File: config.mk
export PLATFORM = sky130hd
export DESIGN_NAME = fetch
export DESIGN_NICKNAME = d
export VERILOG_FILES = /design/src/rtl/fetch.sv
export SDC_FILE = /design/constraint.sdc
export NUM_CORES = 1
export LEC_CHECK = 0
export BUFFER_PORTS_ARGS = -buffer_cell sky130_fd_sc_hd__buf_2
export CORE_MARGIN = 2
export CORE_UTILIZATION = 35
export CTS_CLUSTER_SIZE = 10
export DETAILED_ROUTE_END_ITERATION = 10
export PLACE_DENSITY = 0.61
export SYNTH_ARGS = -nofsm -noshare
export SYNTH_HDL_FRONTEND = slang
export SYNTH_SLANG_ARGS = --single-unit
File: constraint.sdc
create_clock -name i_clk -period 4.8 [get_ports i_clk]
set_input_delay 0.96 -clock i_clk [delete_from_list [all_inputs] [get_ports i_clk]]
set_output_delay 0.96 -clock i_clk [all_outputs]
set_load 0.01 [all_outputs]
File: src/rtl/fetch.sv
// fetch: instruction fetch stage with a single outstanding memory read, a 2-entry
// instruction buffer and a direct-mapped BTB trained from execute's flush redirects.
module fetch #(
   parameter int RW = 16,
   parameter int IW = 32,
   parameter int BTB_LOG = 3,
   parameter logic [RW-1:0] RESET_PC = '0
) (
   input  logic          i_clk,
   input  logic          i_rst,
   output logic          o_mem_req,
   output logic [RW-1:0] o_mem_addr,
   input  logic          i_mem_ack,
   input  logic [IW-1:0] i_mem_data,
   output logic          o_submit,
   input  logic          i_ready,
   output logic [IW-1:0] o_instr,
   output logic [RW-1:0] o_pc,
   output logic          o_jmp_predict,
   input  logic          i_flush,
   input  logic          i_pc_update,
   input  logic [RW-1:0] i_exec_pc
);
   localparam int N = 1 << BTB_LOG;
   localparam int TW = RW - BTB_LOG;

   logic [RW-1:0] fpc, req_addr, last_pc;
   logic busy, drop, req_pred;
   logic [IW-1:0] f_instr [2];
   logic [RW-1:0] f_pc [2];
   logic [1:0] f_pred;
   logic rd, wr;
   logic [1:0] cnt;
   logic [N-1:0] btb_v;
   logic [TW-1:0] btb_tag [N];
   logic [RW-1:0] btb_tgt [N];
   logic [BTB_LOG-1:0] idx, li;
   logic hit, issue, push, pop, nonempty;

   always_comb begin
      idx = fpc[BTB_LOG-1:0];
      li = last_pc[BTB_LOG-1:0];
      hit = btb_v[idx] && btb_tag[idx] == fpc[RW-1:BTB_LOG];
      nonempty = cnt != 2'd0;
      issue = i_rst & ~busy & (cnt < 2'd2) & ~i_flush;
      // acks arriving with nothing outstanding (e.g. after reset) are ignored
      push = busy & i_mem_ack & ~drop & ~i_flush;
      o_submit = nonempty & ~i_flush;
      pop = o_submit & i_ready;
      o_mem_req = busy | issue;
      o_mem_addr = busy ? req_addr : fpc;
      o_instr = nonempty ? f_instr[rd] : '0;
      o_pc = nonempty ? f_pc[rd] : '0;
      o_jmp_predict = nonempty & f_pred[rd];
   end

   always_ff @(posedge i_clk) begin
      if (!i_rst) begin
         fpc <= RESET_PC;
         req_addr <= RESET_PC;
         req_pred <= 1'b0;
         busy <= 1'b0;
         drop <= 1'b0;
         cnt <= 2'd0;
         rd <= 1'b0;
         wr <= 1'b0;
         last_pc <= '0;
         btb_v <= '0;
      end else begin
         busy <= issue | (busy & ~i_mem_ack);
         drop <= busy & ~i_mem_ack & (drop | i_flush);
         if (issue) begin
            req_addr <= fpc;
            req_pred <= hit;
         end
         fpc <= i_flush ? i_exec_pc : issue ? (hit ? btb_tgt[idx] : fpc + 1'b1) : fpc;
         wr <= i_flush ? 1'b0 : wr ^ push;
         rd <= i_flush ? 1'b0 : rd ^ pop;
         cnt <= i_flush ? 2'd0 : cnt + 2'(push) - 2'(pop);
         if (pop & i_pc_update) last_pc <= o_pc;
         // a redirect to last_pc+1 means the taken prediction was wrong
         if (i_flush) btb_v[li] <= i_exec_pc != last_pc + 1'b1;
      end
   end

   always_ff @(posedge i_clk) begin
      if (push) begin
         f_instr[wr] <= i_mem_data;
         f_pc[wr] <= req_addr;
         f_pred[wr] <= req_pred;
      end
      if (i_rst & i_flush) begin
         btb_tag[li] <= last_pc[RW-1:BTB_LOG];
         btb_tgt[li] <= i_exec_pc;
      end
   end
endmodule

# --- Yosys cells after proc, flatten, opt, wreduce, memory -nomap -nowiden ---
# Memory sizes are Yosys's and may differ from the RTL's. A register that Yosys moved wholly into a read port is not among the register bits.
# Index checks and enable logic that the tools add are counted.
op_classes:
  n_reduce_logical: 6
  bitwise: 23
  n_addsub: 4
  magnitude_cmp: 7
  n_eq_ne: 2
  n_mux: 26
ops:
  columns: ["operator", "count"]
  rows:
  - ["16-bit 2-to-1 mux", 5]
  - ["16-bit by 1-bit adder with 16-bit output, second input constant", 2]
  - ["32-bit 2-to-1 mux", 1]
  - ["16-bit != test", 1]
  - ["1-bit AND", 13]
  - ["13-bit equality test", 1]
  - ["3-bit 2-to-1 mux", 4]
  - ["1-bit 2-to-1 mux", 11]
  - ["8-bit bitwise mux", 1]
  - ["3-bit by 4-bit less-than comparator with 1-bit output, second input constant", 2]
  - ["1-bit inverter", 5]
  - ["1-bit by 2-bit less-than comparator with 1-bit output, second input constant", 2]
  - ["2-bit nonzero test", 2]
  - ["1-bit binary-select mux with 3-bit select", 1]
  - ["1-bit demux with 3-bit select", 1]
  - ["3-bit by 1-bit >= comparator with 1-bit output, second input constant", 1]
  - ["1-bit logical AND", 3]
  - ["1-bit bitwise OR", 3]
  - ["2-bit by 1-bit adder with 2-bit output", 1]
  - ["2-bit bitwise mux", 1]
  - ["2-bit less-than comparator, second input constant", 1]
  - ["2-bit OR reduction", 1]
  - ["2-bit by 1-bit subtractor with 2-bit output", 1]
  - ["1-bit bitwise XOR", 2]
  - ["other kinds (2)", 2]
totals:
  reg_bits: 65
  memories: 4
  ramBits: 328
  output_inout_bits: 67
  input_bits: 54
memory_table:
  columns: ["memory", "words", "word_bits", "rd", "rd_clocked_by_memory_dff", "write_ports", "line", "source"]
  rows:
  - ["btb_tgt", 8, 16, 1, 1, 1, "36", "logic [RW-1:0] btb_tgt [N];"]
  - ["btb_tag", 8, 13, 1, 1, 1, "35", "logic [TW-1:0] btb_tag [N];"]
  - ["f_instr", 2, 32, 1, 1, 1, "29", "logic [IW-1:0] f_instr [2];"]
  - ["f_pc", 2, 16, 1, 1, 1, "30", "logic [RW-1:0] f_pc [2];"]

# --- Depth between registers and ports, before layout ---
# Gate-level depths: netlist of run 1.
depth:
  ltp_word: 8
  depth_mapped: 13

# --- Least setup slack after synthesis of run 1 ---
# Ideal clock, no wire load.
synth_path:
  kind: "input -> register"
  start: "input i_rst"
  end: "memory btb_tag[1][0] (netlist name) (enable)"
  cell_stages: 4
  arrival_ns: 3.652
  required_ns: 4.349
  path_slack_ns: 0.697
  n_path_buf: 2
  setup_ns: 0.451
  cell_sequence: "clkbuf_1 -> clkbuf_1 -> nand3_1 -> nor3_1"
synth_via:
  elab_chain_len: 3
synth_rtl:
  columns: ["item", "line", "source"]
  rows:
  - ["start, declared", "10", "input logic i_rst,"]
  - ["1-bit AND", "92", "if (i_rst & i_flush) begin"]
  - ["1-bit 2-to-1 mux", "92", null]
  - ["1-bit 2-to-1 mux (not written as such)", "93", "btb_tag[li] <= last_pc[RW-1:BTB_LOG];"]
  - ["end, declared", "35", null]
# Every way passes these cells.

# --- Final worst setup path of run 1 ---
layout_path:
  start: "register last_pc[1]"
  end: "register btb_v[4]"
layout_via:
  elab_chain_len: 5
  word_cells_on_any_way: 8
  cone_classes: "add/sub: 1; order compare: 2; eq/ne: 1; mux: 3; reduce/logical: 1"
layout_rtl:
  columns: ["item", "line", "source"]
  rows:
  - ["start, declared", "27", "logic [RW-1:0] fpc, req_addr, last_pc;"]
  - ["start signal, assigned", "80", "if (pop & i_pc_update) last_pc <= o_pc;"]
  - ["parallel branches: the longest is 4 deep, another holds 16-bit by 1-bit adder with 16-bit output", null, null]
  - ["8-bit bitwise mux (*)", "82", "if (i_flush) btb_v[li] <= i_exec_pc != last_pc + 1'b1;"]
  - ["end signal, assigned by index", "82", null]
  - ["end, declared", "34", "logic [N-1:0] btb_v;"]
# Every way passes the cells marked *.
# A chain may end at the register's enable or synchronous reset.

==> run metrics, run 1 <==
status=finished, final reports clean; # IOs=121; data required time of the worst path=5.24 ns; detailed placement HPWL=26.59 mm; endpoint type of the worst setup path=flip-flop; syn_nets=1136; power density of the placed cells=385.9 nW/um^2; RePlAce Congestion=0.8874; CTS sink cnt=396; crit path time final=3.578 ns; # rows=79; NetSw=1.648 mW; Yosys reg bits=396; sum of negative setup slack=0 ns; Crit-path slowest cell=a2111oi_0; die area=48890 sq um; fmax=279.5 MHz; Reg power frac=51.4%; Final setup viols=0; die width=221.1 um; crit path DAT=4.02 ns; commonest non-fill, non-tap cell in the layout=edfxtp_1; WS Path Type=reg2reg; count of different cell masters after synthesis=53; Final Max Slew Viols=0; period utilisation layout=74.54%; CTS Buf Count=46; Vias=9687; drc violations=0; Slew headroom=30.36%; Bufs on Longest Clock Path=3; die span in y=221.1 um; register area=11240 sq um; final layout net count=1267; dpl ws=1.247 ns; CTS tree=built; antenna viol nets, final=0; Area growth syn-to-layout=16.52%; RSZ-0062 raised after global routing=false; Crit path top cell by count=nand3_1; vias in the first global route=9639; layout cells sized above 1=25.08%; ANT cells=0; Main synth FF type=edfxtp_1; post_cts resized=0; CP Launch Type=flip-flop; Post-CTS Hold Fix Bufs=0; max-cap viol count=0; core area=46560 sq um; Final WS setup=1.222 ns; Mapped Area=16500 sq um; Final Power=7.419 mW; clk_lat worst skew=0.57 ns; drt first-iter violations=852; crit-path cells=ha_1 -> nand4_1 -> nor4_1 -> xnor2_1 -> nand3_1 -> a2111oi_0 -> nand3_1 -> o311a_1; initial core utilization=35.44%; H-tree depth=2; worst-path fanout max=11; root buf cell=clkbuf_16; Tightest Pin Transition=1.042 ns; VDD IR-drop max=263.7 uV; Lkg Pwr=6.149 nW; final wirelength=40.63 mm; largest net degree at the start of global routing=71; Syn Area/Cell=15.33 sq um; combinational power share=6.2%; register clock-pin slew on the reported worst setup and hold paths=0.06 ns; Largest delay share family, worst path=simple AND/OR/NAND/NOR gates; Clk pwr share=42.4%; Fin. Hold Viols=0; Crit path largest cell delay=0.69 ns; gr usage total=16.28%; Fillers=4268; Post-Syn Instances=1076; setup repair bufs after CTS=0; global-route wire length before repair=60.95 mm; post-synthesis sequential area ratio=68.07%; Routed WL per cell=21.95 um; gr ovfl total=0; initial antenna violation count=2; Port Buf Inserts=120; Post-synth EDFFs=330; skew final=0.02970 ns; vias per cell=5.233; First-pass DRT Iterations=5; WP buf/inv=0; most frequent cells in the layout=edfxtp_1 (330), buf_2 (120), nand2_1 (87); Yosys warning total=0; ys async rst share=0%; sw frac=22.21%; Hold WC Path Type=reg2reg; footprint of the multi-input gates=4979 sq um; P_int=5.771 mW
## per-stage QoR
step	util [%]	hold slack, ns	cells	area (sq um)
global route	41.29	0.4806	1851	19220
finish	41.29	0.4502	1851	19220
CTS	41.29	0.4528	1851	19220
floorplan	-	0.4254	1076	16500
global placement	38.42	0.4374	1766	17890
detailed placement	38.42	0.4387	1766	17890
## Yosys cell counts (14+ instances only)
library cell  number  area (sq um)
mux2_2            37         416.7
o21ai_0           14         70.07
xnor2_1           27         236.5
nor2_1            75         281.5
nand3_1           30         150.1
a21boi_0          34         255.2
edfxtp_1         330          9910
clkbuf_1          44         165.2
mux4_2            48          1081
a22o_1            16         140.1
nand2_1           87         326.6
mux2i_1           69         690.7
dfxtp_1           66          1321
xor2_1            19         166.4
## worst register-to-register path, stage by stage, from the launching register on
cell and delay, ns:
dfxtp_1 0.55, ha_1 0.31, nand4_1 0.38, nor4_1 0.49, xnor2_1 0.17, nand3_1 0.09
a2111oi_0 0.69, nand3_1 0.39, o311a_1 0.39
## per-layer routing
layer	vias up	routed length [um]	part of all wire, %	GRT usage [%]
met5	-	13	0.032	0
met4	2	810	2.0	4.200
met3	70	2643	6.5	3.174
met2	337	18340	45	25.24
met1	4873	18820	46	23.50
li1	4405	-	-	-
## area by class of cell
type,instances,area share (%)
flip-flops and latches,396,58.46
clock buffers,81,6.724
well taps,607,3.951
repair buffers,152,4.569
multi-input cells,602,25.90
inverters,9,0.1757
clock inverters,4,0.2213
## cell families (layout without fill, tap and decap cells)
| family | Yosys count | after routing | share of synthesized area [%] |
|---|---|---|---|
| DFF | 396 | 396 | 68.07 |
| and+or+nand+nor | 256 | 256 | 7.038 |
| muxes | 156 | 156 | 13.40 |
| AOI/OAI and AO/OA | 138 | 138 | 6.378 |
| buffers and inverters | 78 | 246 | 2.214 |
| xor gates and xnor gates | 46 | 46 | 2.442 |
| adders and majority gates | 6 | 6 | 0.4550 |
## registers in the layout (all words and copies together), names as in the netlist, 2 cells and up, named ones only
signal and cells:
btb_v 8, btb_tgt 128, fpc 16, cnt 2
f_pred 2, req_addr 16, f_pc 32, f_instr 64
last_pc 16, btb_tag 104
## worst paths after layout
kind                            slack (ns)  cells after the start         to  startpoint
worst min-delay path                  0.45                      0  f_pred[1]    req_pred
worst max-delay path                  1.22                      8   btb_v[4]  last_pc[1]
worst min register to register        0.45                      0  f_pred[1]    req_pred
worst max register to register        1.22                      8   btb_v[4]  last_pc[1]
## power by group through the flow
stage | logic (mW) | clock network, mW | registers (mW)
after floorplan | 0.333 | 0 | 3.83
after global placement | 0.456 | 0 | 3.88
after detailed placement | 0.460 | 0 | 3.89
after CTS | 0.462 | 3.22 | 3.82
after global routing | 0.492 | 3.36 | 3.82
final | 0.457 | 3.15 | 3.81
No activity file was read; power rests on OpenSTA's default activity.
==> inputs of run 2 (changes only) <==
==> constraint.sdc (replaced) <==
create_clock -name i_clk -period 3.75 [get_ports i_clk]
set_input_delay 0.75 -clock i_clk [delete_from_list [all_inputs] [get_ports i_clk]]
set_output_delay 0.75 -clock i_clk [all_outputs]
set_load 0.01 [all_outputs]
==> run 2 against run 1 <==
- die area unchanged
- non-clock buffer count increased by 14
- largest power group unchanged
- global-route usage increased by 0.26 points
- design area increased by 0.77%
- fmax increased by 8.0%
- highest routed layer unchanged
==> run metrics, run 2 (synthesis results as in run 1) <==
die area=48890 sq um (unchanged); die width=221.1 um (unchanged); # IOs=121 (unchanged); gr usage total=16.54% (+0.26 points); max-cap viol count=0 (unchanged); Fin. Hold Viols=0 (unchanged); initial antenna violation count=2 (unchanged); Area growth syn-to-layout=17.42%; final layout net count=1281 (+1.1%); CTS tree=built; Hold WC Path Type=in2reg; antenna viol nets, final=0 (unchanged); most frequent cells in the layout=edfxtp_1 (330), buf_2 (120), nand2_1 (87); First-pass DRT Iterations=5 (unchanged); largest net degree at the start of global routing=38 (-46%); max FFs per register=128 (unchanged); ANT cells=0 (unchanged); commonest non-fill, non-tap cell in the layout=edfxtp_1; # rows=79 (unchanged); VDD IR-drop max=368.1 uV (+40%); CP Launch Type=flip-flop; Bufs on Longest Clock Path=3 (unchanged); Routed WL per cell=21.84 um (-0.48%); status=finished, final reports clean; setup repair bufs after CTS=0 (unchanged); data required time of the worst path=4.18 ns (-1.06 ns); Tightest Pin Transition=1.029 ns (-0.01317 ns); Post-CTS Hold Fix Bufs=0 (unchanged); core area=46560 sq um (unchanged); global-route wire length before repair=61.87 mm (+1.5%); Slew headroom=31.31% (+0.95 points); sum of negative setup slack=0 ns (unchanged); worst-path fanout max=13 (+2); WP buf/inv=0 (unchanged); initial core utilization=35.44% (unchanged); vias in the first global route=9883 (+2.5%); period utilisation layout=88.32% (+14 points); Largest Register=btb_tgt; Final Util=41.61% (+0.32 points); Largest delay share family, worst path=compound AO/OA/AOI/OAI gates; dpl cells=1780 (+0.79%); skew final=0.01556 ns (-0.01414 ns); Crit-path slowest cell=a2111oi_0; Crit path top cell by count=nand3_1; crit-path cells=nand3_1 -> nor2_1 -> xnor2_1 -> nand3_1 -> a2111oi_0 -> nand3_1 -> o311a_1; layout cells sized above 1=25.83% (+0.75 points); gr ovfl total=0 (unchanged); Vias=9778 (+0.94%); vias per cell=5.243 (+0.18%); fmax=301.9 MHz (+8.0%); Final Max Slew Viols=0 (unchanged); Final WS setup=0.4378 ns (-0.7844 ns); power density of the placed cells=490.6 nW/um^2 (+27%); post_cts resized=0 (unchanged); Final Non-Filler Cells=1865 (+0.76%); dpl ws=0.4459 ns (-0.8015 ns); final wirelength=40.74 mm (+0.28%); drc violations=0 (unchanged); Port Buf Inserts=120 (unchanged); Final Power=9.504 mW (+28%); crit path time final=3.312 ns (-0.2656 ns); CTS Buf Count=46 (unchanged); crit path DAT=3.75 ns (-0.27 ns); Lkg Pwr=6.226 nW (+1.3%); Final setup viols=0 (unchanged); WS Path Type=reg2reg; die span in y=221.1 um (unchanged); drt first-iter violations=893 (+4.8%); Crit path largest cell delay=0.87 ns (+0.18 ns); root buf cell=clkbuf_16; leading registers by flop count=btb_tgt x128, btb_tag x104, f_instr x64; CTS sink cnt=396 (unchanged); RePlAce Congestion=0.8504 (-4.2%); RSZ-0062 raised after global routing=false; Fillers=4234 (-0.80%); endpoint type of the worst setup path=flip-flop; clk_lat worst skew=0.55 ns (-0.02 ns); register clock-pin slew on the reported worst setup and hold paths=0.06 ns (about the same); detailed placement HPWL=26.39 mm (-0.76%); H-tree depth=2 (unchanged)
## run 2: worst paths after layout
check,start,endpoint,slack [ns],cells after the start
max,last_pc[4],btb_v[3],0.44,7
max reg2reg,last_pc[4],btb_v[3],0.44,7
min reg2reg,req_pred,f_pred[0],0.46,0
min,i_mem_data[11],f_instr[0][11],0.39,1
## run 2: metrics by stage
step,cell area (sq um),hold WS (ns)
after CTS,19370,0.3631
after global placement,18030,0.4397
after detailed placement,18030,0.4523
final,19370,0.3909
after floorplan,16510,0.4254
after global routing,19370,0.3629
## run 2: final cells by class
type                            count  area (sq um)  area share, %
Sequential cell                   396         11240          58.01
Clock inverter                      2         13.76        0.07105
Inverter                            9         33.78         0.1744
Timing Repair Buffer              166          1008          5.206
Clock buffer                       83          1331          6.872
Multi-Input combinational cell    602          4987          25.74
Tap cell                          607         759.5          3.920
## run 2: report_power, final
| part | total [mW] | internal, mW | switching (mW) |
|---|---|---|---|
| logic | 0.588 | 0.272 | 0.316 |
| clock network | 4.03 | 2.38 | 1.65 |
| registers | 4.89 | 4.80 | 0.0889 |
| total | 9.50 | 7.44 | 2.06 |
## run 2: metal layers
layer  track usage [%]  routed length [um]  vias to the layer above
met5                 0                  29                        -
met3             3.638                2802                       76
met2             25.14               17920                      369
met4             5.326                1158                        4
li1                  -                   -                     4420
met1             23.59               18830                     4909
